### src/rtl/mult_pkg.sv
// mult_pkg: shared types and widths for the multiplier front-end.
// Latency: n/a (definitions only).
// Backpressure: n/a.
package mult_pkg;

  localparam int OP_W        = 8;
  localparam int PROD_W      = 16;
  localparam int ACC_W       = 24;
  localparam int NOMINAL_LAT = 10;

  typedef enum logic [1:0] {
    IDLE  = 2'd0,
    ISSUE = 2'd1,
    WAIT  = 2'd2,
    HOLD  = 2'd3
  } state_t;

  typedef struct packed {
    logic [OP_W-1:0] w;
    logic [OP_W-1:0] y;
  } op_t;

endpackage

### src/rtl/op_fifo.sv
// op_fifo: synchronous operand-pair FIFO with a fall-through head read.
// Latency: a pushed entry is visible at the head on the cycle after the push.
// Backpressure: a push is refused when full unless a pop frees a slot in the same cycle.
module op_fifo
  import mult_pkg::*;
#(
  parameter int DEPTH = 4
) (
  input  logic CLK,
  input  logic RESET,
  input  logic i_push,
  input  op_t  i_dat,
  input  logic i_pop,
  output op_t  o_dat,
  output logic o_full,
  output logic o_empty
);

  localparam int AW = (DEPTH > 1) ? $clog2(DEPTH) : 1;
  localparam int CW = $clog2(DEPTH + 1);

  op_t           r_mem [DEPTH];
  logic [AW-1:0] r_wr_ptr;
  logic [AW-1:0] r_rd_ptr;
  logic [CW-1:0] r_count;
  logic          w_do_push;
  logic          w_do_pop;

  assign o_full    = (r_count == CW'(DEPTH));
  assign o_empty   = (r_count == '0);
  assign w_do_pop  = i_pop && !o_empty;
  assign w_do_push = i_push && (!o_full || w_do_pop);
  assign o_dat     = r_mem[r_rd_ptr];

  // Storage array; contents are meaningless until counted, so no reset.
  always_ff @(posedge CLK) begin
    if (w_do_push) r_mem[r_wr_ptr] <= i_dat;
  end

  // Pointers wrap naturally because DEPTH is a power of two.
  always_ff @(posedge CLK or posedge RESET) begin
    if (RESET) begin
      r_wr_ptr <= '0;
      r_rd_ptr <= '0;
      r_count  <= '0;
    end else begin
      if (w_do_push) r_wr_ptr <= r_wr_ptr + 1'b1;
      if (w_do_pop)  r_rd_ptr <= r_rd_ptr + 1'b1;
      case ({w_do_push, w_do_pop})
        2'b10:   r_count <= r_count + 1'b1;
        2'b01:   r_count <= r_count - 1'b1;
        default: r_count <= r_count;
      endcase
    end
  end

endmodule

### src/rtl/mult_dispatcher.sv
// mult_dispatcher: buffers operand pairs, issues them to the multiplier, registers product and running sum.
// Latency: 13 cycles from push to out_valid with an empty pipe; one product per 12 cycles sustained.
// Backpressure: in_ready falls when the FIFO is full; a new pair is issued only once the output register is free.
module mult_dispatcher
  import mult_pkg::*;
#(
  parameter int FIFO_DEPTH = 4,
  parameter int TIMEOUT    = 16
) (
  input  logic              CLK,
  input  logic              RESET,
  input  logic              in_valid,
  output logic              in_ready,
  input  logic [OP_W-1:0]   in_w,
  input  logic [OP_W-1:0]   in_y,
  output logic [OP_W-1:0]   mult_w,
  output logic [OP_W-1:0]   mult_y,
  output logic              mult_start,
  input  logic              mult_done,
  input  logic [PROD_W-1:0] mult_result,
  output logic              out_valid,
  input  logic              out_ready,
  output logic [PROD_W-1:0] out_product,
  output logic [ACC_W-1:0]  out_acc,
  input  logic              acc_clr,
  output logic              err_timeout
);

  localparam int TW = $clog2(TIMEOUT + 1);

  state_t              r_state;
  state_t              w_next;
  logic [TW-1:0]       r_cnt;
  logic [OP_W-1:0]     r_mult_w;
  logic [OP_W-1:0]     r_mult_y;
  logic                r_out_valid;
  logic [PROD_W-1:0]   r_product;
  logic [ACC_W-1:0]    r_acc;
  logic                r_err;
  logic                w_pop;
  logic                w_capture;
  logic                w_timeout;
  logic                w_fifo_full;
  logic                w_fifo_empty;
  op_t                 w_head;
  op_t                 w_in_op;

  assign w_in_op     = '{w: in_w, y: in_y};
  assign in_ready    = !w_fifo_full;
  assign mult_start  = (r_state == ISSUE);
  assign mult_w      = r_mult_w;
  assign mult_y      = r_mult_y;
  assign out_valid   = r_out_valid;
  assign out_product = r_product;
  assign out_acc     = r_acc;
  assign err_timeout = r_err;

  op_fifo #(.DEPTH(FIFO_DEPTH)) u_fifo (
    .CLK     (CLK),
    .RESET   (RESET),
    .i_push  (in_valid && in_ready),
    .i_dat   (w_in_op),
    .i_pop   (w_pop),
    .o_dat   (w_head),
    .o_full  (w_fifo_full),
    .o_empty (w_fifo_empty)
  );

  // State register.
  always_ff @(posedge CLK or posedge RESET) begin
    if (RESET) r_state <= IDLE;
    else       r_state <= w_next;
  end

  // Next state; done pulses only matter in WAIT (and end HOLD early).
  always_comb begin
    w_next    = r_state;
    w_pop     = 1'b0;
    w_capture = 1'b0;
    w_timeout = 1'b0;
    case (r_state)
      IDLE: begin
        if (!w_fifo_empty && (!r_out_valid || out_ready)) begin
          w_pop  = 1'b1;
          w_next = ISSUE;
        end
      end
      ISSUE: w_next = WAIT;
      WAIT: begin
        if (mult_done) begin
          w_capture = 1'b1;
          w_next    = IDLE;
        end else if (r_cnt == TW'(TIMEOUT - 1)) begin
          w_timeout = 1'b1;
          w_next    = HOLD;
        end
      end
      HOLD: begin
        if (mult_done || (r_cnt == TW'(1))) w_next = IDLE;
      end
      default: w_next = IDLE;
    endcase
  end

  // Cycle counter: restarts on every state change, counts only in WAIT/HOLD.
  always_ff @(posedge CLK or posedge RESET) begin
    if (RESET)                                     r_cnt <= '0;
    else if (w_next != r_state)                    r_cnt <= '0;
    else if ((r_state == WAIT) || (r_state == HOLD)) r_cnt <= r_cnt + 1'b1;
  end

  // Operands change only when a pair is popped; the multiplier reads them live.
  always_ff @(posedge CLK or posedge RESET) begin
    if (RESET) begin
      r_mult_w <= '0;
      r_mult_y <= '0;
    end else if (w_pop) begin
      r_mult_w <= w_head.w;
      r_mult_y <= w_head.y;
    end
  end

  // Output register; a new capture or timeout record beats the handshake clear.
  always_ff @(posedge CLK or posedge RESET) begin
    if (RESET) begin
      r_out_valid <= 1'b0;
      r_product   <= '0;
    end else if (w_capture) begin
      r_out_valid <= 1'b1;
      r_product   <= mult_result;
    end else if (w_timeout) begin
      r_out_valid <= 1'b1;
      r_product   <= '0;
    end else if (r_out_valid && out_ready) begin
      r_out_valid <= 1'b0;
    end
  end

  // Accumulator; a clear coinciding with a capture restarts the sum at that product.
  always_ff @(posedge CLK or posedge RESET) begin
    if (RESET)          r_acc <= '0;
    else if (w_capture) r_acc <= (acc_clr ? '0 : r_acc) + ACC_W'(mult_result);
    else if (acc_clr)   r_acc <= '0;
  end

  // Sticky timeout flag.
  always_ff @(posedge CLK or posedge RESET) begin
    if (RESET)          r_err <= 1'b0;
    else if (w_timeout) r_err <= 1'b1;
  end

endmodule

### config.mk
export PLATFORM = sky130hd
export DESIGN_NAME = mult_dispatcher
export DESIGN_NICKNAME = d
export VERILOG_FILES = /design/src/rtl/mult_pkg.sv /design/src/rtl/op_fifo.sv /design/src/rtl/mult_dispatcher.sv
export SDC_FILE = /design/constraint.sdc
export NUM_CORES = 1
export LEC_CHECK = 0
export ABC_CLOCK_PERIOD_IN_PS = 3430
export BUFFER_PORTS_ARGS = -buffer_cell sky130_fd_sc_hd__buf_2
export CORE_AREA = 8 8 115 117
export DETAILED_ROUTE_END_ITERATION = 8
export DIE_AREA = 0 0 123 125
export HOLD_SLACK_MARGIN = 0.15
export PLACE_DENSITY = 0.83
export SLEW_MARGIN = 20
export SYNTH_ARGS = -nofsm -noshare
export SYNTH_HDL_FRONTEND = slang
export SYNTH_SLANG_ARGS = --single-unit
### constraint.sdc
create_clock -name CLK -period 3.43 [get_ports CLK]
set_input_delay 0.343 -clock CLK [delete_from_list [all_inputs] [get_ports CLK]]
set_output_delay 0.343 -clock CLK [all_outputs]
set_load 0.01 [all_outputs]
==> impl_metrics.xml <==
<?xml version="1.0" encoding="UTF-8"?>
<metrics>
  <group name="worst_setup_path">
    <metric name="crit_cells" unit="">10</metric>
    <metric name="criticalPathCategory" unit="">flop to flop</metric>
    <metric name="timing.critical_path.slowest_cell_delay" unit="ns">0.38</metric>
    <metric name="timing.critical_path.fanout_max" unit="">4</metric>
    <metric name="setup.reg_to_reg.worst_slack" unit="ns">0.63</metric>
    <metric name="required" unit="ns">3.72</metric>
    <metric name="critical_path.reg2reg.startpoint" unit="">out_acc[0]$_DFF_PP0_</metric>
    <metric name="critPathArrivalTime" unit="ns">3.10</metric>
    <metric name="r2r-end" unit="">out_acc[20]$_DFF_PP0_</metric>
    <metric name="cp_num_buf_inv" unit="">1</metric>
    <metric name="worst_path_slowest_cell" unit="">fa_1</metric>
    <metric name="crit_family" unit="">compound AO/OA/AOI/OAI gates</metric>
    <metric name="setup.worst_path.end_class" unit="">flop</metric>
    <metric name="setup.worst_path.start_class" unit="">flop</metric>
    <metric name="r2r_cells" unit="">10</metric>
    <metric name="crit_path_cell_trace" unit="">nor2b_1 -&gt; ha_1 -&gt; inv_1 -&gt; fa_1 -&gt; and2b_4 -&gt; o2111ai_2 -&gt; a211oi_2 -&gt; nor2_1 -&gt; o32ai_2 -&gt; mux2_4</metric>
  </group>
  <group name="placement">
    <metric name="place_worst_setup_slack" unit="ns">0.483</metric>
    <metric name="place.detailed.instances" unit="">693</metric>
    <metric name="io_buffer_count" unit="">97</metric>
    <metric name="dpl.hpwl" unit="mm">9.54</metric>
    <metric name="routabilityCongestion" unit="">0.874</metric>
  </group>
  <group name="final_layout">
    <metric name="layout.core_utilization" unit="">0.667</metric>
    <metric name="post_route_cells_drive_above_1_share" unit="">0.329</metric>
    <metric name="final_cells" unit="">742</metric>
    <metric name="layout.cells.most_common_list" unit="">buf_2, dfrtp_1, edfxtp_1</metric>
    <metric name="layout.nets" unit="">646</metric>
    <metric name="layout.filler_cells" unit="">823</metric>
    <metric name="area_delta_synth_final" unit="%">21.9</metric>
    <metric name="final_common_cell" unit="">buf_2</metric>
    <metric name="n_antenna_cell" unit="">0</metric>
  </group>
  <group name="timing">
    <metric name="max_clock_freq" unit="GHz">0.357</metric>
    <metric name="final_skew" unit="ns">0.0103</metric>
    <metric name="worst_hold_slack" unit="ns">0.178</metric>
    <metric name="tightest_slew" unit="ns">0.910</metric>
    <metric name="grt_setup_unrepaired" unit="">no</metric>
    <metric name="timing.max_slew.rel_slack" unit="">0.393</metric>
    <metric name="final-hold-violation-count" unit="">0</metric>
    <metric name="fin_tns_setup" unit="ns">0</metric>
    <metric name="setup_slack" unit="ns">0.626</metric>
    <metric name="timing.final.crit_period" unit="ns">2.80</metric>
    <metric name="slew_violations" unit="">0</metric>
    <metric name="final_min_period_over_clock_period" unit="">0.818</metric>
    <metric name="setup_violations" unit="">0</metric>
  </group>
  <group name="yosys">
    <metric name="post_synthesis_cell_area" unit="um2">6360</metric>
    <metric name="synth.net_count" unit="">526</metric>
    <metric name="synth_cells" unit="">462</metric>
    <metric name="postSynthAreaPerCell" unit="um2">13.8</metric>
    <metric name="asyncSetResetFlopFracSynth" unit="">0.529</metric>
    <metric name="synth_area_leaders" unit="">edfxtp_1, dfrtp_1, mux4_2, ha_1, mux2_2</metric>
    <metric name="synth-edff-count" unit="">64</metric>
    <metric name="synth.largest_area_cell" unit="">edfxtp_1</metric>
    <metric name="ys_seq_area_frac" unit="">0.586</metric>
    <metric name="post_synth_num_cell_types" unit="">58</metric>
    <metric name="synth.top_cell.area_share" unit="">0.302</metric>
    <metric name="postSynth.topFlopCell" unit="">dfrtp_1</metric>
    <metric name="synth-seq-cells" unit="">136</metric>
    <metric name="ys_warn_count" unit="">0</metric>
  </group>
  <group name="run_status">
    <metric name="run_status" unit="">complete, no violations</metric>
  </group>
  <group name="detailed_routing">
    <metric name="drt-total-wl" unit="mm">14.2</metric>
    <metric name="detail-route-antenna-nets" unit="">0</metric>
    <metric name="dr_total_vias" unit="">4206</metric>
    <metric name="firstDrtPassIters" unit="">5</metric>
    <metric name="drcViolationCount" unit="">0</metric>
    <metric name="route.detailed.wl_per_inst" unit="um">19.1</metric>
    <metric name="post_drt_via_cell_ratio" unit="">5.67</metric>
    <metric name="detailedRoute.firstIterationViolations" unit="">225</metric>
  </group>
  <group name="floorplanning">
    <metric name="ioPinCount" unit="">98</metric>
    <metric name="starting_density" unit="">0.547</metric>
    <metric name="design.core.area" unit="um2">11600</metric>
    <metric name="design.die.area" unit="um2">15400</metric>
    <metric name="die_w" unit="um">123</metric>
    <metric name="rows" unit="">40</metric>
    <metric name="chipHeight" unit="um">125</metric>
  </group>
  <group name="global_routing">
    <metric name="grt_overflow_total" unit="">0</metric>
    <metric name="first_global_vias" unit="">4532</metric>
    <metric name="grt_antenna_before_repair" unit="">0</metric>
    <metric name="global_route_wire_length_before_repair" unit="mm">22.8</metric>
    <metric name="grt_start_max_net_pins" unit="">31</metric>
    <metric name="grt_usage" unit="">0.192</metric>
  </group>
  <group name="job">
    <metric name="cap_violations" unit="">0</metric>
  </group>
  <group name="clock_network">
    <metric name="cts_htree_levels" unit="">4</metric>
    <metric name="tritoncts" unit="">built</metric>
    <metric name="clockBufferDepth" unit="">2</metric>
    <metric name="ctsRootBufferMaster" unit="">clkbuf_16</metric>
    <metric name="ctsHoldBuffers" unit="">17</metric>
    <metric name="clock_edge_transition_at_the_registers_on_the_reported_setup_and_hold_paths" unit="ns">0.06</metric>
    <metric name="clk_latency" unit="ns">0.42</metric>
    <metric name="cts.sinks" unit="">136</metric>
    <metric name="post_cts_buffers" unit="">0</metric>
    <metric name="cts_resized" unit="">0</metric>
    <metric name="numCtsBuffers" unit="">17</metric>
  </group>
  <group name="pwr">
    <metric name="vdd.ir_drop.worst" unit="mV">0.578</metric>
    <metric name="power.density_cell_area" unit="nW/um2">820</metric>
    <metric name="cellLeakagePower" unit="nW">3.40</metric>
  </group>
  <group name="hold_path">
    <metric name="hold_depth" unit="">2</metric>
    <metric name="worstHoldEndpoint" unit="">out_product[10]$_DFFE_PP0P_</metric>
    <metric name="worst_hold_startpoint" unit="">mult_result[10]</metric>
    <metric name="hold_path_class" unit="">input pin to flop</metric>
  </group>
</metrics>
## per-stage QoR
step | area (um2) | power, mW
finish | 7750 | 6.36
global route | 7750 | 6.70
CTS | 7750 | 6.41
detailed placement | 6990 | 4.57
global placement | 6990 | 4.47
floorplan | 6360 | 3.89
## synthesized netlist by cell type (10+ instances only)
cell type   n
edfxtp_1   64
inv_1      15
ha_1       24
clkbuf_1   10
xnor2_1    13
a21oi_1    10
o21ai_0    25
a21o_1     12
dfrtp_1    72
nor2b_1    21
a22o_1     15
xor2_1     10
mux4_2     16
nand2_1    30
nor2_1     11
mux2_2     24
## power breakdown
part / leakage [nW] / switching (mW) / internal, mW
Sequential: 1.50 / 0.315 / 2.21
Combinational: 1.60 / 1.03 / 0.995
Clock: 0.290 / 0.707 / 1.10
Total: 3.40 / 2.05 / 4.31
## per-layer routing
layer  vias up  track usage  routed length [um]
met1      2078        0.214                5530
met4         0       0.0794                 180
met3        15       0.0563                1090
met2       141        0.332                7400
met5         -            0                   0
li1       1972            -                   -
## cells by family after synthesis
family	share of synthesized area
fa+ha+maj	0.0535
flops	0.586
buf+inv	0.0234
simple gates	0.0892
xor+xnor	0.0317
mux	0.110
compound gates	0.106
## registers in the layout, summed over array words and instances, names as in the netlist, 2 cells and up
register / count
mult_y: 8
u_fifo.r_mem: 64
u_fifo.r_rd_ptr: 2
r_state: 2
out_acc: 24
u_fifo.r_wr_ptr: 2
out_product: 16
mult_w: 8
r_cnt: 5
u_fifo.r_count: 3
## cell type report
cell class,count,area (um2),area share
Clock buffer,19,443,0.0572
Inverter,15,56.3,0.00727
Multi-Input combinational cell,291,2490,0.321
Tap cell,147,184,0.0237
Sequential cell,136,3720,0.480
Timing Repair Buffer,121,708,0.0914
Clock inverter,13,146,0.0189
## how the worst max path moves through the flow
stage | slack [ns] | from | endpoint
floorplan | 0.79 | out_acc[0]$_DFF_PP0_ | out_acc[20]$_DFF_PP0_
global placement | 0.55 | acc_clr | out_acc[20]$_DFF_PP0_
detailed placement | 0.48 | acc_clr | out_acc[20]$_DFF_PP0_
CTS | 0.63 | out_acc[0]$_DFF_PP0_ | out_acc[20]$_DFF_PP0_
global route | 0.44 | out_acc[0]$_DFF_PP0_ | out_acc[20]$_DFF_PP0_
finish | 0.63 | out_acc[0]$_DFF_PP0_ | out_acc[20]$_DFF_PP0_
Note: power is estimated with default switching activity, not from simulation.
